File: src/rtl/fifo_uart_tx.sv
`default_nettype none
// ============================================================================
// Module      : fifo_uart_tx
// Description : UART transmit stage fed by a byte FIFO with registered read
//               data. Pops one byte whenever the FIFO is non-empty and sends
//               it as start + 8 data bits (LSB first) + optional parity +
//               1 or 2 stop bits, draining the FIFO back-to-back.
// Ports       : clk        - clock, all logic on the rising edge
//               rst        - synchronous active-high reset
//               fifo_empty - FIFO empty flag
//               fifo_data  - FIFO read data, valid the cycle after fifo_rd
//               fifo_rd    - one-cycle FIFO read strobe per byte
//               tx         - registered serial line, idles high
//               busy       - high whenever a frame is being handled
//               tx_done    - one-cycle pulse in the first idle cycle after
//                            a frame's last stop cycle
// Revision    : 1.0 - initial release
// ============================================================================
module fifo_uart_tx #(
    parameter int CLKS_PER_BIT = 16,
    parameter int PARITY_EN    = 0,
    parameter int STOP_BITS    = 1
) (
    input  logic       clk,
    input  logic       rst,
    input  logic       fifo_empty,
    input  logic [7:0] fifo_data,
    output logic       fifo_rd,
    output logic       tx,
    output logic       busy,
    output logic       tx_done
);

    localparam int                  c_BAUD_W    = (CLKS_PER_BIT > 1) ? $clog2(CLKS_PER_BIT) : 1;
    localparam logic [c_BAUD_W-1:0] c_BAUD_LAST = c_BAUD_W'(CLKS_PER_BIT - 1);
    localparam logic [2:0]          c_STOP_LAST = 3'(STOP_BITS - 1);
    localparam bit                  c_HAS_PAR   = (PARITY_EN != 0);

    localparam logic [2:0] c_IDLE   = 3'd0;
    localparam logic [2:0] c_FETCH  = 3'd1;
    localparam logic [2:0] c_LOAD   = 3'd2;
    localparam logic [2:0] c_START  = 3'd3;
    localparam logic [2:0] c_DATA   = 3'd4;
    localparam logic [2:0] c_PARITY = 3'd5;
    localparam logic [2:0] c_STOP   = 3'd6;

    logic [2:0]          r_state;
    logic [c_BAUD_W-1:0] r_baud;
    logic [2:0]          r_idx;      // data bit index in DATA, stop bit index in STOP
    logic [7:0]          r_shreg;
    logic                r_tx;
    logic                r_done;

    logic [2:0]          w_state_next;
    logic [c_BAUD_W-1:0] w_baud_next;
    logic [c_BAUD_W-1:0] w_baud_inc;
    logic [2:0]          w_idx_next;
    logic                w_done_next;
    logic                w_tx_next;
    logic                w_bit_end;
    logic                w_par;

    if (PARITY_EN == 2) begin : g_par_odd
        assign w_par = ~^r_shreg;
    end else begin : g_par_even
        assign w_par = ^r_shreg;
    end

    assign w_bit_end  = (r_baud == c_BAUD_LAST);
    assign w_baud_inc = w_bit_end ? '0 : r_baud + 1'b1;

    always_comb begin
        w_state_next = r_state;
        w_baud_next  = '0;
        w_idx_next   = r_idx;
        w_done_next  = 1'b0;
        case (r_state)
            c_IDLE: begin
                if (!fifo_empty) w_state_next = c_FETCH;
            end
            c_FETCH: begin
                w_state_next = c_LOAD;
            end
            c_LOAD: begin
                w_state_next = c_START;
                w_idx_next   = 3'd0;
            end
            c_START: begin
                w_baud_next = w_baud_inc;
                if (w_bit_end) w_state_next = c_DATA;
            end
            c_DATA: begin
                w_baud_next = w_baud_inc;
                if (w_bit_end) begin
                    if (r_idx == 3'd7) begin
                        w_idx_next   = 3'd0;
                        w_state_next = c_HAS_PAR ? c_PARITY : c_STOP;
                    end else begin
                        w_idx_next = r_idx + 3'd1;
                    end
                end
            end
            c_PARITY: begin
                w_baud_next = w_baud_inc;
                if (w_bit_end) w_state_next = c_STOP;
            end
            c_STOP: begin
                w_baud_next = w_baud_inc;
                if (w_bit_end) begin
                    if (r_idx == c_STOP_LAST) begin
                        w_idx_next   = 3'd0;
                        w_state_next = c_IDLE;
                        w_done_next  = 1'b1;
                    end else begin
                        w_idx_next = r_idx + 3'd1;
                    end
                end
            end
            default: begin
                w_state_next = c_IDLE;
                w_idx_next   = 3'd0;
            end
        endcase
    end

    // The line level is decoded from the state being entered so the
    // registered tx changes on the same edge as the state, giving every
    // serial bit exactly CLKS_PER_BIT cycles.
    always_comb begin
        w_tx_next = 1'b1;
        case (w_state_next)
            c_START:  w_tx_next = 1'b0;
            c_DATA:   w_tx_next = r_shreg[w_idx_next];
            c_PARITY: w_tx_next = w_par;
            default:  w_tx_next = 1'b1;
        endcase
    end

    always_ff @(posedge clk) begin
        if (rst) begin
            r_state <= c_IDLE;
            r_baud  <= '0;
            r_idx   <= 3'd0;
            r_tx    <= 1'b1;
            r_done  <= 1'b0;
        end else begin
            r_state <= w_state_next;
            r_baud  <= w_baud_next;
            r_idx   <= w_idx_next;
            r_tx    <= w_tx_next;
            r_done  <= w_done_next;
        end
    end

    // Data register needs no reset: it is always loaded before it is sent.
    always_ff @(posedge clk) begin
        if (r_state == c_LOAD) r_shreg <= fifo_data;
    end

    assign fifo_rd = (r_state == c_FETCH);
    assign busy    = (r_state != c_IDLE);
    assign tx      = r_tx;
    assign tx_done = r_done;

endmodule
`default_nettype wire

File: config.mk
export PLATFORM = sky130hd
export DESIGN_NAME = fifo_uart_tx
export DESIGN_NICKNAME = d
export VERILOG_FILES = /design/src/rtl/fifo_uart_tx.sv
export SDC_FILE = /design/constraint.sdc
export NUM_CORES = 1
export LEC_CHECK = 0
export ABC_CLOCK_PERIOD_IN_PS = 2350
export CORE_ASPECT_RATIO = 0.5
export CORE_UTILIZATION = 25
export CTS_BUF_LIST = sky130_fd_sc_hd__clkbuf_8
export DETAILED_ROUTE_END_ITERATION = 10
export GPL_TIMING_DRIVEN = 0
export PLACE_DENSITY_LB_ADDON = 0.12
export SLEW_MARGIN = 20
export SYNTH_ARGS = -nofsm -noshare
export SYNTH_HDL_FRONTEND = slang
export SYNTH_SLANG_ARGS = --single-unit
File: constraint.sdc
create_clock -name clk -period 2.35 [get_ports clk]
set_input_delay 0.3525 -clock clk [delete_from_list [all_inputs] [get_ports clk]]
set_output_delay 0.3525 -clock clk [all_outputs]
set_load 0.01 [all_outputs]
### Word level (Yosys, flattened, before mapping)

Cells that the tools add are included.

* $add $sub $neg: 2
* bitwise gates (word level): 3
* eq/ne operators: 11
* reductions and logical operators: 8
* magnitude comparators: 1
* mux-type cells: 17

Operators by type and width (number)
* $mux 3: 11
* $pmux 3 s7: 1
* $eq 3x3->1 const B: 6
* $eq 3x2->1 const B: 3
* $pmux 3 s3: 1
* $reduce_or 4->1: 2
* $reduce_xor 8->1: 1
* $logic_not 3->1: 2
* $reduce_or 3->1: 2
* $add 4x1->4 const B: 1
* $eq 4x4->1 const B: 1
* $lt 3x4->1 const B: 1
* $add 3x1->3 const B: 1
* $bmux 1 s3: 1
* $eq 3x1->1 const B: 1
* $not 1->1: 3
* $pmux 1 s3: 1
* $reduce_bool 3->1: 1
* $mux 1: 2

* output and inout bits: 4
* bits in registers: 20
* word-level logic and storage cells: 48

### Longest topological paths before layout

Gate-level depths: netlist (run 1).

* depth after elaboration: 7
* gate-level depth with buffers: 8
* gate-level depth less buffers: 8

### Least setup slack after synthesis (run 1)

Ideal clock, no wire load.

* path kind: register to register
* start: register r_idx[0]
* end: register r_tx, in the netlist tx
* setup time: 0.074 ns
* path buffers: 0
* cell stages (with the launch flop): 9
* data arrival time: 2.057 ns
* setup slack: 0.219 ns
* path through: dfxtp_1 -> inv_1 -> ha_1 -> and3b_4 -> nor4_4 -> mux2i_4 -> mux2i_1 -> or3b_1 -> a31oi_1

* longest elaborated chain between the ends: 7

RTL lines
* start, declared: line 49 `logic [2:0] r_idx;`
* start signal, assigned: line 149 `r_idx <= w_idx_next;`
* $add 3x1->3, or another cell as far along: line 99, 115
* $mux 3, on equally long branches: line 110, 95
* $mux 3, on equally long branches: line 109, 94
* $pmux 3 s3: line 77 `case (r_state)`
* $bmux 1 s3: line 133 `c_DATA: w_tx_next = r_shreg[w_idx_next];`
* $mux 1 (implied by the code): line 133
* $pmux 1 s3 *: line 131 `case (w_state_next)`
* end signal, assigned: line 150 `r_tx <= w_tx_next;`
* end, declared: line 51 `logic r_tx;`

Mark *: on every way between the ends. The rest lies on a longest branch, timed or not. The select of a mux whose other input is x is not followed.
A chain may end at the register's enable or synchronous reset.

### Worst setup path after layout (run 1)

Ends and elaborated chain as after synthesis.

==> results of run 1 <==
## final cells by class
| cell class | instances | share of cell area [%] |
|---|---|---|
| clock buffers | 3 | 2.92 |
| well taps | 54 | 4.77 |
| multi-input cells | 73 | 42.3 |
| repair buffers | 14 | 9.72 |
| flip-flops and latches | 20 | 34.0 |
| clock inverters | 1 | 2.12 |
| inverters | 6 | 1.59 |
| plain buffers | 5 | 2.56 |
## cell usage after synthesis, drive strengths merged
library cell	n
dfxtp	12
xnor2	10
edfxtp	8
mux2i	7
nor2	7
inv	6
nor3	5
buf	4
ha	4
nand2	4
and3	3
o211ai	3
a21oi	2
a311oi	2
and2b	2
and3b	2
mux2	2
nand3	2
nor2b	2
or3	2
a211oi	1
a22o	1
a22oi	1
a2bb2oi	1
a31o	1
a31oi	1
a32oi	1
and2	1
clkbuf	1
nand2b	1
nor4	1
o22ai	1
o31a	1
or3b	1
xor2	1
## timing repair
| action | in CTS | in global routing |
|---|---|---|
| setup buffers | 1 | 0 |
| pin swaps | 1 | 0 |
| resized for setup | 0 | 1 |
| endpoints found under the setup margin | 1 | 1 |
## cell families (layout without fill, tap and decap cells)
family,after synthesis,in the layout,share of synthesized area [%]
buf+inv,11,29,5.19
flops,20,20,42.4
mux,9,9,9.60
fa+ha+maj,4,4,4.42
xor+xnor,11,11,8.50
compound gates,16,16,11.3
simple gates,33,33,18.7
## per-stage QoR
step	area, sq um	setup slack, ns	instances	utilization [%]
after floorplan	1130	0.219	104	-
after global routing	1420	0.00884	176	34.3
after global placement	1330	-0.0386	171	32.3
after detailed placement	1330	-0.0349	171	32.3
after CTS	1410	0.0326	176	34.2
final	1420	0.173	176	34.3
## power breakdown
group | internal, W | total, W | switching (W)
registers | 0.000376 | 0.000384 | 0.00000761
logic | 0.0000641 | 0.000121 | 0.0000565
clock network | 0.000227 | 0.000346 | 0.000119
total | 0.000668 | 0.000851 | 0.000183
## path summary, 6_finish.rpt
| check | startpoint | endpoint | slack (ns) | cells after the start |
|---|---|---|---|---|
| worst min-delay path | rst | r_state[0] | 0.44 | 2 |
| worst max-delay path | r_idx[0] | tx | 0.17 | 8 |
| worst min register to register | r_baud[0] | r_baud[0] | 0.46 | 1 |
| worst max register to register | r_idx[0] | tx | 0.17 | 8 |
## state kept, by name (all words and copies together), names as in the netlist
| register | count |
|---|---|
| r_shreg | 8 |
| r_baud | 4 |
| r_idx | 3 |
| r_state | 3 |
| tx | 1 |
| tx_done | 1 |
## per-layer routing
| layer | track usage, % | vias up |
|---|---|---|
| met1 | 11.5 | 362 |
| met3 | 2.98 | 2 |
| li1 | - | 409 |
| met5 | 0 | - |
| met4 | 2.94 | 0 |
| met2 | 15.1 | 17 |
## worst reg2reg max path: stages, from the launching register on
cell and delay, ns:
dfxtp_2 0.41, inv_1 0.10, ha_1 0.22, and3b_4 0.21, nor4_4 0.39, mux2i_4 0.14, mux2i_1 0.14, or3b_1 0.38
a31oi_1 0.13
==> flow_summary_export.csv, run 1 <==
group,metric,value,unit
outcome,status,"completed",
yosys,netlist_area,1130,sq um
place,dp_hpwl,1630,um
routing,drt_iter0_markers,47,
layout,layout_commonest_cell,"clkdlybuf4s50_1",
sta,layout_worst_path_cycle_share,92.6,%
layout,antennaDiodeCount,0,
yosys,ys_seq_area_share,42.4,%
clock_network,root_buffer,"clkbuf_8",
place,port_buffers,13,
yosys,netlist_instances,104,
layout,multi_input_area,599,sq um
clock_network,cts_tree,"done",
run,max_cap_violations,0,
routing,met1Wirelength,1020,um
yosys,yosysWarnings,0,
critical_path,cp_top_family,"simple AND/OR/NAND/NOR gates",
place,place_congestion,0.694,
sta,rsz0062_at_grt,"false",
layout,final_cell_mix,"clkdlybuf4s50_1, dfxtp_1, xnor2_1",
global_routing,grt_pass1_vias,720,
routing,wirelength,2060,um
routing,firstDrtPassIters,4,
sta,max_slew_margin,56.9,%
critical_path,crit_type,"reg2reg",
global_routing,antenna_found_initial,0,
yosys,synth.area.top_cells,"dfxtp_1, edfxtp_1, xnor2_1, mux2i_1, ha_1",
yosys,syn_nets,119,
global_routing,grt_overflow,0,
floorplanning,rows,16,
floorplanning,die_h,49.6,um
yosys,syn_area_per_cell,10.9,sq um
routing,top_layer,"met4",
sta,worst_clock_skew,0.00222,ns
critical_path,cp_num_buf_inv,1,
routing,via_count,790,
floorplanning,die_w,97.2,um
clock_network,clk_pin_slew,0.08,ns
routing,ant_nets,0,
pwr,powerDensity,601,nW/um^2
pwr,peakVddDrop,348,uV
clock_network,clock_latency,0.26,ns
clock_network,cts.sinks,20,
pwr,power,0.000851,W
layout,fill_cells,429,
yosys,synth_top_cell_by_area,"dfxtp_1",
routing,wl_per_cell,11.7,um
clock_network,cts_buffers,3,
floorplanning,fp.coreArea,4120,sq um
clock_network,cts-hold-fix-buffers,0,
critical_path,critical_path_arrival,2.37,ns
yosys,yosysUniqueCellTypes,40,
critical_path,cp_slowest_stage_delay,0.41,ns
routing,viasPerCell,4.49,
sta,hold_viol_final,0,
yosys,yosysTopAreaCellShare,21.2,%
layout,final_layout_size_suffix_gt1_share,14.8,%
sta,whs,0.443,ns
sta,fmax,0.459,GHz
layout,seq_area,482,sq um
critical_path,cp_cell_sequence,"inv_1 > ha_1 > and3b_4 > nor4_4 > mux2i_4 > mux2i_1 > or3b_1 > a31oi_1",
critical_path,cp_slowest_cell,"dfxtp_2",
sta,drv_slew,0,
routing,met2_length,944,um
critical_path,crit_path_end_kind,"flip-flop",
critical_path,cp_data_required_time,2.54,ns
floorplanning,ios,15,
sta,tightest_slew,0.644,ns
layout,area_delta_synth_final,24.9,%
global_routing,grt_max_degree,13,
sta,tns,0,ns
sta,min_period,2.18,ns
critical_path,startpoint_type,"flip-flop",
routing,drcViolationCount,0,
global_routing,globalRouteTotalUtil,9.19,%
critical_path,path_max_fanout,6,
routing,wl_met3,77,um
clock_network,cts_buffer_depth,2,
yosys,synth-seq-cells,20,
clock_network,htree_levels,1,
pwr,p_leak,0.519,nW
hold_path,hold_path.class,"in2reg",
layout,finish.net_count,138,
global_routing,grt_pass1_wl,3420,um
floorplanning,die-area,4820,sq um
floorplanning,start_util,27.5,%
sta,setup_violations,0,
Note: power is estimated with default switching activity, not from simulation.
==> run 2: changes to the inputs <==
--- a/config.mk
+++ b/config.mk
@@ -6,7 +6,7 @@
 export NUM_CORES = 1
 export LEC_CHECK = 0
 export ABC_CLOCK_PERIOD_IN_PS = 2350
-export CORE_ASPECT_RATIO = 0.5
+export CORE_ASPECT_RATIO = 0.9
 export CORE_UTILIZATION = 25
 export CTS_BUF_LIST = sky130_fd_sc_hd__clkbuf_8
 export DETAILED_ROUTE_END_ITERATION = 10
==> flow_summary_export.csv, run 2 (synthesis results as in run 1) <==
group,metric,value,unit
routing,wirelength,2070,um
sta,worst_clock_skew,0.00204,ns
clock_network,clk_pin_slew,0.08,ns
global_routing,antenna_found_initial,0,
sta,drv_slew,0,
outcome,status,"completed",
floorplanning,fp.coreArea,4210,sq um
layout,largest_register,"r_shreg",
layout,area_delta_synth_final,25.8,%
routing,wl_per_cell,11.4,um
sta,min_period,2.19,ns
pwr,power,0.000858,W
routing,firstDrtPassIters,4,
layout,stdcell_count,182,
layout,antennaDiodeCount,0,
clock_network,clock_latency,0.26,ns
pwr,powerDensity,601,nW/um^2
layout,reg_top3,"r_shreg (8), r_baud (4)",
critical_path,critical_path_arrival,2.37,ns
pwr,peakVddDrop,312,uV
critical_path,startpoint_type,"flip-flop",
floorplanning,rows,22,
sta,tightest_slew,0.677,ns
layout,fill_cells,431,
sta,max_slew_margin,54.6,%
place,port_buffers,13,
clock_network,htree_levels,1,
routing,drt_iter0_markers,37,
pwr,pwr-share-seq,44.6,%
critical_path,path_max_fanout,6,
run,max_cap_violations,0,
floorplanning,die-area,4810,sq um
floorplanning,start_util,26.9,%
sta,rsz0062_at_grt,"false",
pwr,swShare,22.2,%
pwr,pwr-share-clk,41.2,%
layout,post-route-util,33.9,%
critical_path,crit_type,"reg2reg",
sta,setup_violations,0,
hold_path,hold_path.class,"reg2reg",
floorplanning,ios,15,
clock_network,cts.sinks,20,
critical_path,crit_path_end_kind,"flip-flop",
clock_network,cts_buffer_depth,2,
global_routing,globalRouteTotalUtil,9.77,%
critical_path,cp_num_buf_inv,1,
layout,largest_register_ffs,8,
floorplanning,die_h,65.9,um
pwr,power.net_switching,0.000191,W
pwr,p_leak,0.520,nW
clock_network,cts_buffers,3,
global_routing,grt_pass1_vias,775,
layout,final_layout_size_suffix_gt1_share,14.8,%
routing,ant_nets,0,
clock_network,cts_tree,"done",
layout,final_cell_mix,"clkdlybuf4s50_1, dfxtp_1, xnor2_1",
pwr,intPower,0.000667,W
sta,fin_ws,0.160,ns
global_routing,grt_max_degree,13,
critical_path,cp_top_family,"simple AND/OR/NAND/NOR gates",
global_routing,grt_pass1_wl,3440,um
layout,layout_commonest_cell,"clkdlybuf4s50_1",
place,placed_cells,177,
global_routing,grt_overflow,0,
critical_path,cp_slowest_stage_delay,0.40,ns
place,dp_hpwl,1570,um
routing,drcViolationCount,0,
sta,fmax,0.457,GHz
sta,hold_viol_final,0,
sta,layout_worst_path_cycle_share,93.2,%
critical_path,cp_data_required_time,2.53,ns
place,pre_cts_slack,-0.102,ns
critical_path,cp_slowest_cell,"dfxtp_4",
pwr,combPwrFrac,14.1,%
routing,via_count,817,
place,place_congestion,0.777,
clock_network,root_buffer,"clkbuf_8",
routing,viasPerCell,4.49,
floorplanning,die_w,73.0,um
layout,finish.net_count,138,
critical_path,cp_cell_sequence,"inv_1 > ha_1 > and3b_4 > nor4_4 > mux2i_4 > mux2i_1 > or3b_1 > a31oi_1",
run 2: layer usage:
metal  routed length (um)  vias to the layer above  GRT usage, %
li1                     -                      411             -
met1                 1040                      379          12.5
met2                  920                       23          14.6
met3                   85                        4          3.66
met4                   28                        0          4.17
met5                    0                        -             0
run 2: what timing repair did:
action                     4_1_cts  5_1_grt
gates resized for setup          1        1
pin swaps                        1        1
setup endpoints to repair        1        1
setup buffers                    1        0
hold buffers                     0        0
gates cloned                     0        0
run 2: cell type report:
cell class	instances	area, sq um	share of cell area (%)
Multi-Input combinational cell	73	599	42.0
Sequential cell	20	484	33.9
Timing Repair Buffer	14	138	9.65
Tap cell	60	75.1	5.26
Clock buffer	3	41.3	2.89
Buffer	5	36.3	2.54
Clock inverter	1	30.0	2.11
Inverter	6	22.5	1.58
run 2: power by group through the flow:
stage / clock network [W] / registers [W] / logic (W)
2_1_floorplan: 0 / 0.000392 / 0.0000785
3_3_place_gp: 0 / 0.000392 / 0.000122
3_5_place_dp: 0 / 0.000393 / 0.000121
4_1_cts: 0.000365 / 0.000384 / 0.000121
5_1_grt: 0.000383 / 0.000385 / 0.000133
6_report: 0.000354 / 0.000383 / 0.000121
run 2: worst paths after layout:
check	cells after the start	from	end	slack, ns
worst max-delay path	8	r_idx[0]	tx	0.16
worst min-delay path	1	r_baud[0]	r_baud[0]	0.46
worst max register to register	8	r_idx[0]	tx	0.16
worst min register to register	1	r_baud[0]	r_baud[0]	0.46
run 2: through the flow:
step	setup TNS [ns]	hold WS (ns)	area, sq um
final	0	0.456	1430
after global routing	0	0.482	1430
after CTS	0	0.462	1420
after detailed placement	-0.102	0.451	1340
after global placement	-0.131	0.435	1340
after floorplan	0	0.418	1130
